--- src/rtl/instr_encoder_pkg.sv ---
// Shared MIPS encoding constants, the instruction-class enumeration and the word encoder.
// Latency: none; this file holds only constants and a pure function.
// Backpressure: not applicable.
package instr_encoder_pkg;

  localparam logic [5:0] OP_RTYPE = 6'h00;
  localparam logic [5:0] OP_ADDI  = 6'h08;
  localparam logic [5:0] OP_LW    = 6'h23;
  localparam logic [5:0] OP_SW    = 6'h2B;
  localparam logic [5:0] OP_BEQ   = 6'h04;
  localparam logic [5:0] OP_ORI   = 6'h0D;
  localparam logic [5:0] OP_J     = 6'h02;

  typedef enum logic [2:0] {
    KIND_RTYPE   = 3'd0,
    KIND_ADDI    = 3'd1,
    KIND_LW      = 3'd2,
    KIND_SW      = 3'd3,
    KIND_BEQ     = 3'd4,
    KIND_ORI     = 3'd5,
    KIND_J       = 3'd6,
    KIND_ILLEGAL = 3'd7
  } kind_e;

  // Fields are packed verbatim; there is no sign extension and no range check.
  // The illegal class encodes as all zeros, which is sll $0,$0,0 (nop).
  function automatic logic [31:0] encode_instr(
    input logic [2:0]  kind,
    input logic [4:0]  rs,
    input logic [4:0]  rt,
    input logic [4:0]  rd,
    input logic [5:0]  funct,
    input logic [15:0] imm,
    input logic [25:0] target
  );
    logic [31:0] word;
    word = 32'h0000_0000;
    case (kind_e'(kind))
      KIND_RTYPE: word = {OP_RTYPE, rs, rt, rd, 5'b00000, funct};
      KIND_ADDI:  word = {OP_ADDI, rs, rt, imm};
      KIND_LW:    word = {OP_LW, rs, rt, imm};
      KIND_SW:    word = {OP_SW, rs, rt, imm};
      KIND_BEQ:   word = {OP_BEQ, rs, rt, imm};
      KIND_ORI:   word = {OP_ORI, rs, rt, imm};
      KIND_J:     word = {OP_J, target};
      default:    word = 32'h0000_0000;
    endcase
    return word;
  endfunction

endpackage

--- src/rtl/instr_fifo.sv ---
// Generic synchronous FIFO with push/pop/flush, built on extended read/write pointers.
// Latency: a word pushed at edge N becomes visible at the head during the cycle after N; there is no bypass.
// Backpressure: a push while full and a pop while empty are ignored; flush wins over push and pop.
// Ports: clk, rst (async, active-high), flush, push/push_dat, pop, head_dat, full, empty.
module instr_fifo #(
  parameter int DEPTH = 4,
  parameter int WIDTH = 32
) (
  input  logic             clk,
  input  logic             rst,
  input  logic             flush,
  input  logic             push,
  input  logic [WIDTH-1:0] push_dat,
  input  logic             pop,
  output logic [WIDTH-1:0] head_dat,
  output logic             full,
  output logic             empty
);

  localparam int AW = $clog2(DEPTH);
  localparam int PW = AW + 1;
  localparam logic [PW-1:0] PTR_ONE = PW'(1);

  logic [WIDTH-1:0] mem [DEPTH];
  logic [PW-1:0]    wr_ptr;
  logic [PW-1:0]    rd_ptr;
  logic [WIDTH-1:0] last_dat;
  logic             do_push;
  logic             do_pop;

  // The extra pointer MSB tells a full ring (MSBs differ) from an empty ring (pointers equal).
  assign empty = (wr_ptr == rd_ptr);
  assign full  = (wr_ptr[AW] != rd_ptr[AW]) && (wr_ptr[AW-1:0] == rd_ptr[AW-1:0]);

  assign do_push = push && !full && !flush;
  assign do_pop  = pop && !empty && !flush;

  always_ff @(posedge clk or posedge rst) begin
    if (rst) begin
      wr_ptr   <= '0;
      rd_ptr   <= '0;
      last_dat <= '0;
    end else if (flush) begin
      wr_ptr <= '0;
      rd_ptr <= '0;
    end else begin
      if (do_push) wr_ptr <= wr_ptr + PTR_ONE;
      if (do_pop) begin
        rd_ptr   <= rd_ptr + PTR_ONE;
        last_dat <= mem[rd_ptr[AW-1:0]];
      end
    end
  end

  always_ff @(posedge clk) begin
    if (do_push) mem[wr_ptr[AW-1:0]] <= push_dat;
  end

  // While empty, the slot under rd_ptr is stale, so the last retired word is shown instead.
  // After reset that register is zero, which gives a zero head at reset.
  assign head_dat = empty ? last_dat : mem[rd_ptr[AW-1:0]];

endmodule

--- src/rtl/instr_encoder.sv ---
// Encodes instruction requests into MIPS words and streams them into instruction memory at consecutive addresses.
// Latency: a request accepted at edge N drives mem_we_o with its word during the cycle after N.
// Backpressure: req_ready_o = !full; mem_ready_i low stalls the stream with address and data held steady.
// Ports: clk_i, rst_i (async, active-high), restart_i (sync flush), req_* request handshake with
//   kind/rs/rt/rd/funct/imm/target fields, mem_* write port, count_o, and err_o when ENCODER_CHECK_EN is defined.
// With ENCODER_CHECK_EN defined, illegal kinds are accepted but dropped and set a sticky err_o;
// otherwise they are encoded as a nop.
module instr_encoder
  import instr_encoder_pkg::*;
#(
  parameter int          DEPTH     = 4,
  parameter logic [31:0] BASE_ADDR = 32'h0000_0000
) (
  input  logic        clk_i,
  input  logic        rst_i,
  input  logic        restart_i,
  input  logic        req_valid_i,
  output logic        req_ready_o,
  input  logic [2:0]  kind_i,
  input  logic [4:0]  rs_i,
  input  logic [4:0]  rt_i,
  input  logic [4:0]  rd_i,
  input  logic [5:0]  funct_i,
  input  logic [15:0] imm_i,
  input  logic [25:0] target_i,
  output logic        mem_we_o,
  output logic [31:0] mem_addr_o,
  output logic [31:0] mem_data_o,
  input  logic        mem_ready_i,
  output logic [31:0] count_o
`ifdef ENCODER_CHECK_EN
  ,
  output logic        err_o
`endif
);

  logic [31:0] enc_word;
  logic        accept;
  logic        push;
  logic        pop;
  logic        full;
  logic        empty;

  assign enc_word    = encode_instr(kind_i, rs_i, rt_i, rd_i, funct_i, imm_i, target_i);
  assign req_ready_o = !full;
  assign mem_we_o    = !empty;
  assign accept      = req_valid_i && req_ready_o && !restart_i;
  assign pop         = mem_we_o && mem_ready_i;

`ifdef ENCODER_CHECK_EN
  logic illegal;
  assign illegal = (kind_i == KIND_ILLEGAL);
  // The handshake still completes for an illegal kind; only the FIFO write is suppressed.
  assign push    = accept && !illegal;

  always_ff @(posedge clk_i or posedge rst_i) begin
    if (rst_i) begin
      err_o <= 1'b0;
    end else if (restart_i) begin
      err_o <= 1'b0;
    end else if (accept && illegal) begin
      err_o <= 1'b1;
    end
  end
`else
  assign push = accept;
`endif

  instr_fifo #(
    .DEPTH (DEPTH),
    .WIDTH (32)
  ) u_fifo (
    .clk      (clk_i),
    .rst      (rst_i),
    .flush    (restart_i),
    .push     (push),
    .push_dat (enc_word),
    .pop      (pop),
    .head_dat (mem_data_o),
    .full     (full),
    .empty    (empty)
  );

  // Address and count advance only on a retired write and both wrap modulo 2^32.
  always_ff @(posedge clk_i or posedge rst_i) begin
    if (rst_i) begin
      mem_addr_o <= BASE_ADDR;
      count_o    <= 32'd0;
    end else if (restart_i) begin
      mem_addr_o <= BASE_ADDR;
      count_o    <= 32'd0;
    end else if (pop) begin
      mem_addr_o <= mem_addr_o + 32'd4;
      count_o    <= count_o + 32'd1;
    end
  end

endmodule

--- config.mk ---
export PLATFORM = sky130hd
export DESIGN_NAME = instr_encoder
export DESIGN_NICKNAME = d
export VERILOG_FILES = /design/src/rtl/instr_encoder_pkg.sv /design/src/rtl/instr_fifo.sv /design/src/rtl/instr_encoder.sv
export SDC_FILE = /design/constraint.sdc
export NUM_CORES = 1
export LEC_CHECK = 0
export BUFFER_PORTS_ARGS = -buffer_cell sky130_fd_sc_hd__buf_2
export CORE_MARGIN = 3
export CORE_UTILIZATION = 35
export DETAILED_ROUTE_END_ITERATION = 8
export HOLD_SLACK_MARGIN = 0.08
export PLACE_DENSITY = 0.64
export SETUP_SLACK_MARGIN = 0.15
export SYNTH_ARGS = -nofsm -noshare
export SYNTH_HDL_FRONTEND = slang
export SYNTH_HIERARCHICAL = 1
export SYNTH_SLANG_ARGS = --single-unit
--- constraint.sdc ---
create_clock -name clk_i -period 4.15 [get_ports clk_i]
set_input_delay 0.2075 -clock clk_i [delete_from_list [all_inputs] [get_ports clk_i]]
set_output_delay 0.2075 -clock clk_i [all_outputs]
set_load 0.01 [all_outputs]
-- Word level (Yosys, flattened, before mapping)
Memories as Yosys holds them, arrays and structs flattened.
Cells that the tools add are included.
- RAM bits: 128
- logic and storage cells: 48
- input bits: 71
- memories: 1
- flip-flop bits (word level): 102
- output and inout port bits: 98
- memories (memory ; depth ; width ; rd ports ; clocked after memory_dff ; write ports ; RTL line ; text):
    u_fifo.mem ; 4 ; 32 ; 1 ; 0 ; 1 ; instr_fifo.sv:24 ; logic [WIDTH-1:0] mem [DEPTH];
- mux-type cells: 12
- add/sub/neg operators: 4
- bitwise gates (word level): 1
- equal/unequal tests: 9
- reduce and logical (&&, ||, !) cells: 16
- operators with widths (kind ; count):
    $pmux 32 s7 ; 1
    $mux 32 ; 5
    $add 32x1->32 const B ; 1
    $add 32x3->32 const B ; 1
    $mux 3 ; 4
    $eq 3x3->1 const B ; 3
    $logic_and 1x1->1 ; 8
    $add 3x1->3 const B ; 2
    $eq 3x2->1 const B ; 2
    $reduce_bool 2->1 ; 3
    $eq 3x1->1 const B ; 1
    $eq 3x3->1 ; 1
    $logic_not 1->1 ; 3
    $logic_not 3->1 ; 1
    $eq 2x2->1 ; 1
    $mux 1 ; 2
    $reduce_and 2->1 ; 1
    $ne 1x1->1 ; 1
    $not 1->1 ; 1

-- Depth between registers and ports, before layout
- depth after elaboration: 9
- gate-level depth with buffers: 12
- mapped depth without buffers: 9

-- Hierarchy
The synthesis kept the hierarchy.
- by module, submodules not included (module ; cells each ; area each (um^2) ; instances):
    instr_fifo ; 331 ; 6905.4 ; 1
    instr_encoder ; 453 ; 3761.1 ; 1

-- Least setup slack after synthesis
OpenSTA, ideal clock, no wires.
- path type: register to register
- start point: register u_fifo.rd_ptr[0]
- end point: memory u_fifo.mem[2][0] (enable)
- setup slack: 1.298 ns
- required time: 3.758 ns
- library setup time: 0.392 ns
- arrival time: 2.460 ns
- cell stages (with the launch flop): 10
- path through: dfrtp_1 > buf_6 > xnor2_4 > nand3_1 > inv_1 > inv_1 > and3_1 > inv_1 > a311oi_1 > and2_1
- cells in the longest elaborated chain, start to end: 9
- RTL lines (item ; RTL line ; text):
    from (decl) ; instr_fifo.sv:26 ; logic [PW-1:0] rd_ptr;
    from (signal assigned) ; instr_fifo.sv:49 ; rd_ptr <= rd_ptr + PTR_ONE;
    $eq 2x2->1 ; instr_fifo.sv:33 ; assign full = (wr_ptr[AW] != rd_ptr[AW]) && (wr_ptr[AW-1:0] == rd_ptr[AW-1:0]);
    $logic_and 1x1->1 ; instr_fifo.sv:33 ;
    via full ; instr_encoder.sv:41 ; logic full;
    $logic_not 1->1 ; instr_encoder.sv:45 ; assign req_ready_o = !full;
    via req_ready_o ; instr_encoder.sv:18 ; output logic req_ready_o,
    $logic_and 1x1->1 (2 in a row) ; instr_encoder.sv:47 ; assign accept = req_valid_i && req_ready_o && !restart_i;
    via accept ; instr_encoder.sv:38 ; logic accept;
    $logic_and 1x1->1 (2 in a row) ; instr_fifo.sv:35 ; assign do_push = push && !full && !flush;
    $mux 1 ; instr_fifo.sv:56 ; if (do_push) mem[wr_ptr[AW-1:0]] <= push_dat;
    $mux 1 (not written as such) ; instr_fifo.sv:56 ;
    to (decl) ; instr_fifo.sv:24 ;
The timed path passes the listed nets, and every way through them passes these cells.

-- Final worst setup path
- start point: register u_fifo.wr_ptr[0]
- end point: register u_fifo.last_dat[2] (read register of u_fifo.mem)
- cells in the longest elaborated chain, start to end: 6
- RTL lines (item ; RTL line ; text):
    from (decl) ; instr_fifo.sv:25 ; logic [PW-1:0] wr_ptr;
    from (signal assigned) ; instr_fifo.sv:47 ; if (do_push) wr_ptr <= wr_ptr + PTR_ONE;
    $eq 3x3->1 * ; instr_fifo.sv:32 ; assign empty = (wr_ptr == rd_ptr);
    via empty ; instr_encoder.sv:42 ; logic empty;
    $logic_not 1->1 * ; instr_fifo.sv:36, instr_encoder.sv:46 ;
    $logic_and 1x1->1 ; instr_encoder.sv:48 ; assign pop = mem_we_o && mem_ready_i;
    $logic_and 1x1->1 * (2 in a row) ; instr_fifo.sv:36 ; assign do_pop = pop && !empty && !flush;
    $reduce_and 2->1 (no source line) * ; - ;
    to (decl) ; instr_fifo.sv:27 ; logic [WIDTH-1:0] last_dat;
The timed path passes the listed nets; every way through them passes the cells marked *.
A chain may end at the register's enable or synchronous reset.

==> flow_metrics.tcl <==
set metrics [dict create \
    critPathBufInv 4 \
    tightest_slew_ns 1.06 \
    grt_usage 0.141 \
    finalNetCount 1048 \
    worstHoldPathType "input port to flop" \
    yosys_warnings 6 \
    grt_max_degree 48 \
    r2r_end "u_fifo/last_dat[2]$_DFFE_PP0P_" \
    clock-sinks 228 \
    final.period_utilization 0.736 \
    drcViolationCount 0 \
    required_ns 4.56 \
    syn_inst 784 \
    fin_util 0.433 \
    place_congestion 0.763 \
    synth-async-reset-ratio 0.439 \
    clock-root-buffer "clkbuf_16" \
    cp_cell_sequence "xnor2_4, nand3_4, inv_1, nand2b_1, buf_4, inv_1, nand2b_1, a31oi_4, buf_4, mux2_2" \
    drt_iter0_drc 426 \
    slowest_delay_ns 0.52 \
    fp.dieH_microns 181 \
    r2r_cells 10 \
    pin_count 169 \
    holdWs_ns 0.0950 \
    num_antenna_cells 0 \
    cap_viol_max_count 0 \
    endpoint_kind "flop" \
    ir_drop_v 0.000296 \
    tns_ns 0 \
    rows 63 \
    seq_power_share 0.431 \
    vias 6937 \
    outcome "finished, final reports clean" \
    postLayoutCellArea_sq_um 12900 \
    wl_per_cell_microns 17.0 \
    power-per-cell-area_nw_per_um2 483 \
    cp_slowest_cell "buf_4" \
    first_pass_iters 4 \
    p_sw_frac 0.244 \
    ant_nets 0 \
    power_switching_mw 1.52 \
    timing.fmax_mhz 327 \
    cp.depth 10 \
    synth_area_leaders "edfxtp_1 36%, dfrtp_1 23%, mux4_2 6.8%" \
    startpoint_type "flop" \
    cp-startpoint "u_fifo/wr_ptr[0]$_DFFE_PP0P_" \
    synth_ff_type "edfxtp_1" \
    cp_max_fo 32 \
    timing.final.max_slew_violations 0 \
    place_area_sq_um 11900 \
    power_mw 6.25 \
    r2r_slack_ns 1.10 \
    p_comb_frac 0.178 \
    netlist.area_leader.share 0.360 \
    worstSetupPathType "flop to flop" \
    yosysTopAreaCell "edfxtp_1" \
    seq_area_frac_synth 0.595 \
    cp_top_family "buffers and inverters" \
    synthDistinctLibCells 56 \
    die_area_sq_um 32600 \
    antenna_found_initial 0 \
    finalClockSkew_ns 0.00976 \
    synth_edf_count 128 \
    hold_violations 0 \
    grt_pass1_wl_mm 37.6 \
    arrival_ns 3.46 \
    n_fill_cell 2688 \
    clock_latency_ns 0.52 \
    rr_startpoint "u_fifo/wr_ptr[0]$_DFFE_PP0P_" \
    rsz0062_at_grt "no" \
    clk_pin_slew_ns 0.06 \
    relSlewSlack 0.283 \
    start_util 0.357 \
    grt_overflow_total 0 \
    leakagePower_nw 5.18 \
    avgSynthCellArea_sq_um 13.6 \
    htreeDepth 1 \
    area.growth.synth_to_final_pct 21.2 \
    die_w_microns 181 \
    coreArea_sq_um 29900 \
    synth-seq-cells 228 \
    netlist_area_sq_um 10700 \
    wl_mm 23.5 \
    portBuffers 166 \
    p_int_mw 4.72 \
    clockBufferDepth 3 \
    grt_pass1_vias 6828 \
    cts_buffers 25 \
    cts_tree "built" \
    cp-endpoint "u_fifo/last_dat[2]$_DFFE_PP0P_" \
    vias_per_cell 5.03 \
    layout-drive-gt1-share 0.325 \
    setup_viol 0 \
    place_hpwl_mm 15.5 \
    fin_crit_ns 3.05 \
    clock_power_share 0.391 \
]
-- how the worst min path moves through the flow --
stage	start	to	slack, ns	cells after the start
2_1_floorplan	rst_i	u_fifo/last_dat[0]$_DFFE_PP0P_	0.40	1
3_3_place_gp	rst_i	count_o[8]$_DFFE_PP0N_	0.37	2
3_5_place_dp	rst_i	count_o[8]$_DFFE_PP0N_	0.36	2
4_1_cts	target_i[17]	u_fifo/mem[3][17]$_DFFE_PP_	0.08	3
5_1_grt	target_i[23]	u_fifo/mem[2][23]$_DFFE_PP_	0.11	3
6_report	target_i[17]	u_fifo/mem[3][17]$_DFFE_PP_	0.1	3
-- layout by cell type (no fill, tap or decap), drive strengths merged, types with 7 or more instances in the layout --
cell type | netlist | routed
nor2 | 62 | 62
a21oi | 13 | 13
a22oi | 11 | 11
mux2 | 72 | 72
nand3b | 10 | 10
nor3 | 18 | 18
xor2 | 14 | 14
mux4 | 32 | 32
clkinv | 0 | 7
and4 | 9 | 9
xnor2 | 38 | 38
ha | 7 | 7
o21ai | 27 | 27
nand3 | 19 | 19
nor4 | 9 | 9
nor2b | 9 | 9
and2 | 9 | 9
or3 | 8 | 8
edfxtp | 128 | 128
buf | 21 | 179
dlygate4sd3 | 0 | 14
nand4 | 13 | 13
nand2 | 68 | 68
dfrtp | 100 | 100
o31ai | 8 | 8
clkbuf | 18 | 33
inv | 25 | 25
-- logic make-up after synthesis --
group,count (synthesis),share of synthesized area
XOR/XNOR,52,0.0469
multiplexers,106,0.152
AND/OR/NAND/NOR,250,0.118
flip-flops,228,0.595
other,1,0.000352
adder cells (fa/ha/maj),7,0.00821
buffers and inverters,64,0.0312
AO/OA/AOI/OAI,76,0.0477
-- timing repair --
item,4_1_cts,5_1_grt
resized for setup,0,0
hold endpoints to repair,108,0
hold buffers,14,0
setup buffers,0,0
-- synth_stat cells (9+ instances only) --
master and n:
nor2_1 62, nand3b_1 10, a22oi_1 11, nand2_1 68
a21oi_1 13, clkbuf_1 17, nand4_1 12, nor2b_1 9
nor4_1 9, nor3_1 18, and2_1 9, buf_6 9
xor2_1 14, mux2_1 14, edfxtp_1 128, xnor2_1 35
nand3_1 18, dfrtp_1 100, inv_1 25, o21ai_0 27
mux2_2 38, mux4_2 32, mux2_4 20
-- power groups by stage --
stage          logic, mW  registers (mW)  clock network (mW)
2_1_floorplan      0.774            2.71                   0
3_3_place_gp        1.11            2.73                   0
3_5_place_dp        1.13            2.73                   0
4_1_cts             1.14            2.69                2.50
5_1_grt             1.22            2.72                2.60
6_report            1.11            2.70                2.44
-- registers in the layout, indices dropped and copies added (netlist names) --
register         count
u_fifo/last_dat     32
u_fifo/mem         128
u_fifo/wr_ptr        3
count_o             32
mem_addr_o          30
u_fifo/rd_ptr        3
-- worst min-delay path, stage by stage --
cell	delay [ns]
buf_2	0.08
nand3b_1	0.06
nand2_1	0.14
-- layer usage --
metal,up-vias,global-route usage,routed length [microns]
li1,3269,-,-
met1,3420,0.208,11000
met2,217,0.218,10600
met3,31,0.0275,1460
met4,0,0.0264,392
met5,-,0,0
-- final cells by class --
| class | instances | area, sq um | area share |
|---|---|---|---|
| clock buffer | 33 | 696 | 0.0538 |
| clock inverter | 13 | 230 | 0.0178 |
| inverter | 25 | 93.8 | 0.00726 |
| multi-input combinational | 497 | 4010 | 0.310 |
| sequential | 228 | 6350 | 0.491 |
| tap | 390 | 488 | 0.0377 |
| timing repair buffer | 193 | 1070 | 0.0826 |
-- through the flow --
stage,setup slack [ns],cells
after floorplan,1.30,789
after global placement,1.17,1319
after detailed placement,1.12,1319
after CTS,1.10,1379
after global routing,0.827,1379
final,1.10,1379
No activity file was read; power rests on OpenSTA's default activity.
